File: config.mk
export PLATFORM = sky130hd
export DESIGN_NAME = rf_wb_scheduler
export DESIGN_NICKNAME = d
export VERILOG_FILES = /design/src/rtl/rf_wb_scheduler.sv
export SDC_FILE = /design/constraint.sdc
export NUM_CORES = 1
export LEC_CHECK = 0
export CORE_ASPECT_RATIO = 0.7
export CORE_UTILIZATION = 40
export DETAILED_ROUTE_END_ITERATION = 10
export GPL_ROUTABILITY_DRIVEN = 0
export GPL_TIMING_DRIVEN = 1
export PLACE_DENSITY = 0.74
export REMOVE_ABC_BUFFERS = 1
export SKIP_LAST_GASP = 1
export SLEW_MARGIN = 10
export SYNTH_ARGS = -nofsm -noshare
export SYNTH_HDL_FRONTEND = slang
export SYNTH_SLANG_ARGS = --single-unit
export TNS_END_PERCENT = 20
File: constraint.sdc
create_clock -name clk -period 3.6 [get_ports clk]
set_input_delay 0.72 -clock clk [delete_from_list [all_inputs] [get_ports clk]]
set_output_delay 0.72 -clock clk [all_outputs]
set_load 0.03 [all_outputs]
File: src/rtl/rf_wb_scheduler.sv
// Write-back scheduler: round-robin arbitration of producer results onto the single
// register-file write port, plus a per-register pending-write scoreboard for decode.
module rf_wb_scheduler #(
    parameter int unsigned NREQ = 3,
    parameter int unsigned AW   = 5,
    parameter int unsigned DW   = 32
) (
    input  logic                 clk,
    input  logic                 rst,
    input  logic [NREQ-1:0]      req_valid,
    output logic [NREQ-1:0]      req_ready,
    input  logic [NREQ*AW-1:0]   req_rd,
    input  logic [NREQ*DW-1:0]   req_data,
    output logic                 w_en,
    output logic [AW-1:0]        rd_id,
    output logic [DW-1:0]        rd_write_data,
    input  logic                 sb_set_en,
    input  logic [AW-1:0]        sb_set_rd,
    output logic                 sb_full,
    input  logic [AW-1:0]        rs1_id,
    input  logic [AW-1:0]        rs2_id,
    output logic                 rs1_busy,
    output logic                 rs2_busy,
    output logic                 sb_err
);

    localparam int unsigned PW   = (NREQ > 2) ? 2 : 1;
    localparam int unsigned NREG = 1 << AW;

    logic [PW-1:0] last;
    logic          grant_valid;
    logic [PW-1:0] grant_idx;
    logic [AW-1:0] grant_rd;
    logic [DW-1:0] grant_data;

    logic [1:0]    cnt   [NREG];
    logic [1:0]    cnt_d [NREG];
    logic          set_full;
    logic          inc_en;
    logic          dec_en;
    logic          err_set;

    // Two passes give the wrap-around search order last+1 .. NREQ-1, 0 .. last.
    always_comb begin
        grant_valid = 1'b0;
        grant_idx   = '0;
        grant_rd    = '0;
        grant_data  = '0;
        req_ready   = '0;
        if (!rst) begin
            for (int i = 0; i < NREQ; i++) begin
                if (!grant_valid && req_valid[i] && (PW'(i) > last)) begin
                    grant_valid  = 1'b1;
                    grant_idx    = PW'(i);
                    grant_rd     = req_rd[i*AW +: AW];
                    grant_data   = req_data[i*DW +: DW];
                    req_ready[i] = 1'b1;
                end
            end
            for (int i = 0; i < NREQ; i++) begin
                if (!grant_valid && req_valid[i] && (PW'(i) <= last)) begin
                    grant_valid  = 1'b1;
                    grant_idx    = PW'(i);
                    grant_rd     = req_rd[i*AW +: AW];
                    grant_data   = req_data[i*DW +: DW];
                    req_ready[i] = 1'b1;
                end
            end
        end
    end

    always_ff @(posedge clk) begin
        if (rst) begin
            last          <= PW'(NREQ - 1);
            w_en          <= 1'b0;
            rd_id         <= '0;
            rd_write_data <= '0;
        end else begin
            // Writes to x0 are consumed but never reach the register file.
            w_en <= grant_valid && (grant_rd != '0);
            if (grant_valid) begin
                last          <= grant_idx;
                rd_id         <= grant_rd;
                rd_write_data <= grant_data;
            end
        end
    end

    assign set_full = (sb_set_rd != '0) && (cnt[sb_set_rd] == 2'd3);
    assign sb_full  = set_full;
    assign inc_en   = sb_set_en && (sb_set_rd != '0) && !set_full;
    // Retire on the write actually presented to the register file this cycle.
    assign dec_en   = w_en && (rd_id != '0);
    assign err_set  = (sb_set_en && set_full) || (dec_en && (cnt[rd_id] == 2'd0));

    always_comb begin
        cnt_d[0] = 2'd0;
        for (int r = 1; r < NREG; r++) begin
            cnt_d[r] = cnt[r];
            if (inc_en && (sb_set_rd == AW'(r)) && !(dec_en && (rd_id == AW'(r)))) begin
                cnt_d[r] = cnt[r] + 2'd1;
            end else if (dec_en && (rd_id == AW'(r)) && !(inc_en && (sb_set_rd == AW'(r))) &&
                         (cnt[r] != 2'd0)) begin
                cnt_d[r] = cnt[r] - 2'd1;
            end
        end
    end

    always_ff @(posedge clk) begin
        if (rst) begin
            for (int r = 0; r < NREG; r++) begin
                cnt[r] <= 2'd0;
            end
            sb_err <= 1'b0;
        end else begin
            for (int r = 0; r < NREG; r++) begin
                cnt[r] <= cnt_d[r];
            end
            if (err_set) begin
                sb_err <= 1'b1;
            end
        end
    end

    assign rs1_busy = (rs1_id != '0) && (cnt[rs1_id] != 2'd0);
    assign rs2_busy = (rs2_id != '0) && (cnt[rs2_id] != 2'd0);

endmodule
==> qor.json <==
{
  "outcome": {
    "status": "finished, final reports clean"
  },
  "timing": {
    "minimum_clock_period_ps": 3490,
    "timing_hold_violations_final": 0,
    "fin_hold_ws_ps": 479,
    "worst-slew-pin-transition_ps": 963,
    "setup_repair_after_global_routing_missed_its_margin": "no",
    "timing.slew.headroom": 0.356,
    "finalSetupViolations": 0,
    "layout_worst_path_cycle_share": 0.970,
    "final_max_slew_viol_count": 0,
    "maxClockFrequency_ghz": 0.286,
    "summed_negative_setup_slack_over_all_endpoints_ps": 0,
    "timing.clock.skew_ps": 12.7
  },
  "synthesis": {
    "share_of_flip_flops_with_an_asynchronous_set_or_reset": 0,
    "ys.warnings.count": 0,
    "post_synth_main_area_contributors": "sky130_fd_sc_hd__dfxtp_1 (32%), sky130_fd_sc_hd__mux4_2 (11%), sky130_fd_sc_hd__a21oi_1 (5.5%)",
    "yosysSeqAreaShare": 0.319,
    "synth_enable_flop_cells": 0,
    "synthesis.area_sq_um": 6770,
    "largest_area_contributor_in_the_netlist": "sky130_fd_sc_hd__dfxtp_1",
    "post_synth_most_frequent_cells": "sky130_fd_sc_hd__dfxtp_1 (108), sky130_fd_sc_hd__nor2_1 (93), sky130_fd_sc_hd__a21oi_1 (74)",
    "synth_seq_cells": 108,
    "ys_types": 55,
    "synth-main-ff-cell": "sky130_fd_sc_hd__dfxtp_1",
    "gate_count_post_synth": 791,
    "yosysTopAreaCellShare": 0.319,
    "post-synth-top-count-cell": "sky130_fd_sc_hd__dfxtp_1",
    "syn_avg_cell_area_sq_um": 8.56
  },
  "floorplan": {
    "placeableCoreArea_sq_um": 16400,
    "floorplan.initialDensity": 0.412,
    "die_span_x_um": 158,
    "row_count": 39,
    "floorplan.io_pins": 177,
    "dieArea_sq_um": 17500,
    "die_y_um": 111
  },
  "route": {
    "antenna_violating_nets_post_route": 0,
    "drt-total-wl_um": 23800,
    "routed-via-count": 7333,
    "remaining_drc_errors": 0,
    "drtPass1Iterations": 7,
    "detailedRoute.firstIterationViolations": 870,
    "detail_route.wl_per_cell_um": 19.9,
    "drt-vias-per-instance": 6.13
  },
  "clock_tree": {
    "cts.sinks": 108,
    "cts.path.max_buffers": 2,
    "worst_skew_pair.late_latency_ps": 360,
    "cts_hold_buf": 0,
    "numCtsBuffers": 9,
    "clock-root-buffer": "sky130_fd_sc_hd__clkbuf_16",
    "cts_max_level": 3,
    "cts_tree": "yes",
    "clk_transition_reported_paths_ps": 90
  },
  "placement": {
    "placedInstanceArea_sq_um": 8920,
    "dp.cells": 1181,
    "dp_hpwl_um": 18300,
    "port_buffer_count": 176
  },
  "finish": {
    "fillCellCount": 1535,
    "number_of_diodes": 0,
    "fin_area_sq_um": 9230,
    "multiInputGateArea_sq_um": 4370,
    "nets": 1099,
    "layout.core_utilization": 0.561,
    "drive_gt1_frac": 0.113,
    "final_cells": 1197,
    "seqCellArea_sq_um": 2160,
    "area.growth.synth_to_final_pct": 36.2
  },
  "grt": {
    "grtUsageTotal": 0.281,
    "grt_overflow_total": 0,
    "grt_max_degree": 51,
    "grt_pass1_vias": 6981,
    "antenna_found_initial": 0,
    "grt_first_pass_wirelength_um": 37900
  },
  "setup_path": {
    "critical_path_peak_fanout": 6,
    "list_of_cells_traversed_by_the_critical_path": "clkdlybuf4s50_1 > buf_4 > mux4_1 > mux2i_1 > a2111oi_4 > nand2_1 > o211ai_1 > buf_4",
    "worst_setup_path_end_kind": "output port",
    "crit_type": "in2out",
    "cp_data_required_time_ps": 2880,
    "worstPathArrival_ps": 2770,
    "path_common_cell": "sky130_fd_sc_hd__buf_4",
    "worstSetupStartpointType": "primary input",
    "crit_path_top_delay_cell": "sky130_fd_sc_hd__mux4_1",
    "slowest_stage_delay_cp_ps": 560
  },
  "pwr": {
    "p_per_area_nw_per_um2": 327,
    "vdd_drop_max_mv": 0.208,
    "total_leakage_power_nw": 3.07
  },
  "worst_hold_path": {
    "worst_hold_path_type": "reg2reg"
  },
  "run": {
    "maxCapViolCount": 0
  }
}
per-layer routing:
layer / track usage / vias up / part of all wire
met5: 0 / - / 0
met4: 0.122 / 0 / 0.037
met3: 0.0962 / 58 / 0.12
met2: 0.418 / 451 / 0.44
met1: 0.367 / 3389 / 0.40
li1: - / 3435 / -
kinds of logic (layout without fill, tap and decap cells):
group                  Yosys count  after routing  synth area share
AND/OR/NAND/NOR                281            281             0.201
flip-flops                     108            108             0.319
XOR/XNOR                        19             19            0.0246
AO/OA/AOI/OAI                  281            281             0.295
buffers and inverters           62            243            0.0366
multiplexers                    40             40             0.123
through the flow:
step / worst slack [ps] / total power [mW]
2_1_floorplan: 282 / 1.61
3_3_place_gp: 117 / 2.00
3_5_place_dp: 84.2 / 2.00
4_1_cts: 76.8 / 3.03
5_1_grt: 7.15 / 3.14
6_report: 107 / 3.01
layout make-up:
| class | instances | share of cell area |
|---|---|---|
| multi-input combinational | 621 | 0.473 |
| sequential | 108 | 0.234 |
| timing repair buffer | 217 | 0.224 |
| tap | 225 | 0.0305 |
| clock buffer | 10 | 0.0259 |
| clock inverter | 6 | 0.00732 |
| inverter | 10 | 0.00407 |
registers in the layout, summed over array words and instances, names as in the netlist, named ones only:
| register | cells |
|---|---|
| rd_id | 5 |
| last | 2 |
| w_en | 1 |
| cnt | 62 |
| rd_write_data | 32 |
| sb_err | 1 |
where the power goes:
group	total (mW)	internal [mW]	switching, mW
clock network	1.03	0.509	0.520
registers	1.30	1.24	0.0554
logic	0.684	0.333	0.350
total	3.01	2.09	0.926
what timing repair did:
action,4_1_cts,5_1_grt
buffers inserted,0,0
endpoints found under the setup margin,0,1
gates resized for setup,0,1
worst max-delay path, delay by kind of cell:
| kind | cells | cell delay, ps |
|---|---|---|
| buffers and inverters | 3 | 840 |
| multiplexers | 2 | 810 |
| AO/OA/AOI/OAI | 2 | 270 |
| AND/OR/NAND/NOR | 1 | 140 |
layout by cell type, fill, tap and decap left out, types with 13 or more instances in the layout:
| cell type | count |
|---|---|
| sky130_fd_sc_hd__clkdlybuf4s50_1 | 169 |
| sky130_fd_sc_hd__dfxtp_1 | 108 |
| sky130_fd_sc_hd__nor2_1 | 93 |
| sky130_fd_sc_hd__a21oi_1 | 74 |
| sky130_fd_sc_hd__nand2_1 | 57 |
| sky130_fd_sc_hd__buf_4 | 46 |
| sky130_fd_sc_hd__a22oi_1 | 43 |
| sky130_fd_sc_hd__nor3_1 | 40 |
| sky130_fd_sc_hd__mux4_2 | 33 |
| sky130_fd_sc_hd__a211oi_1 | 30 |
| sky130_fd_sc_hd__o21ai_0 | 20 |
| sky130_fd_sc_hd__nand2b_1 | 18 |
| sky130_fd_sc_hd__a221oi_1 | 17 |
| sky130_fd_sc_hd__a222oi_1 | 16 |
| sky130_fd_sc_hd__and2_1 | 14 |
| sky130_fd_sc_hd__o21a_1 | 14 |
| sky130_fd_sc_hd__xor2_1 | 14 |
| sky130_fd_sc_hd__o211ai_1 | 13 |
path summary, 6_finish.rpt:
kind                      from    endpoint  slack, ps  cells past startpoint
hold / removal        rd_id[3]    rd_id[3]        480                      2
setup reg to reg          w_en  cnt[14][0]        930                      5
hold reg to reg       rd_id[3]    rd_id[3]        480                      2
setup / recovery  sb_set_rd[0]     sb_full        110                      8
Note: power is estimated with default switching activity, not from simulation.
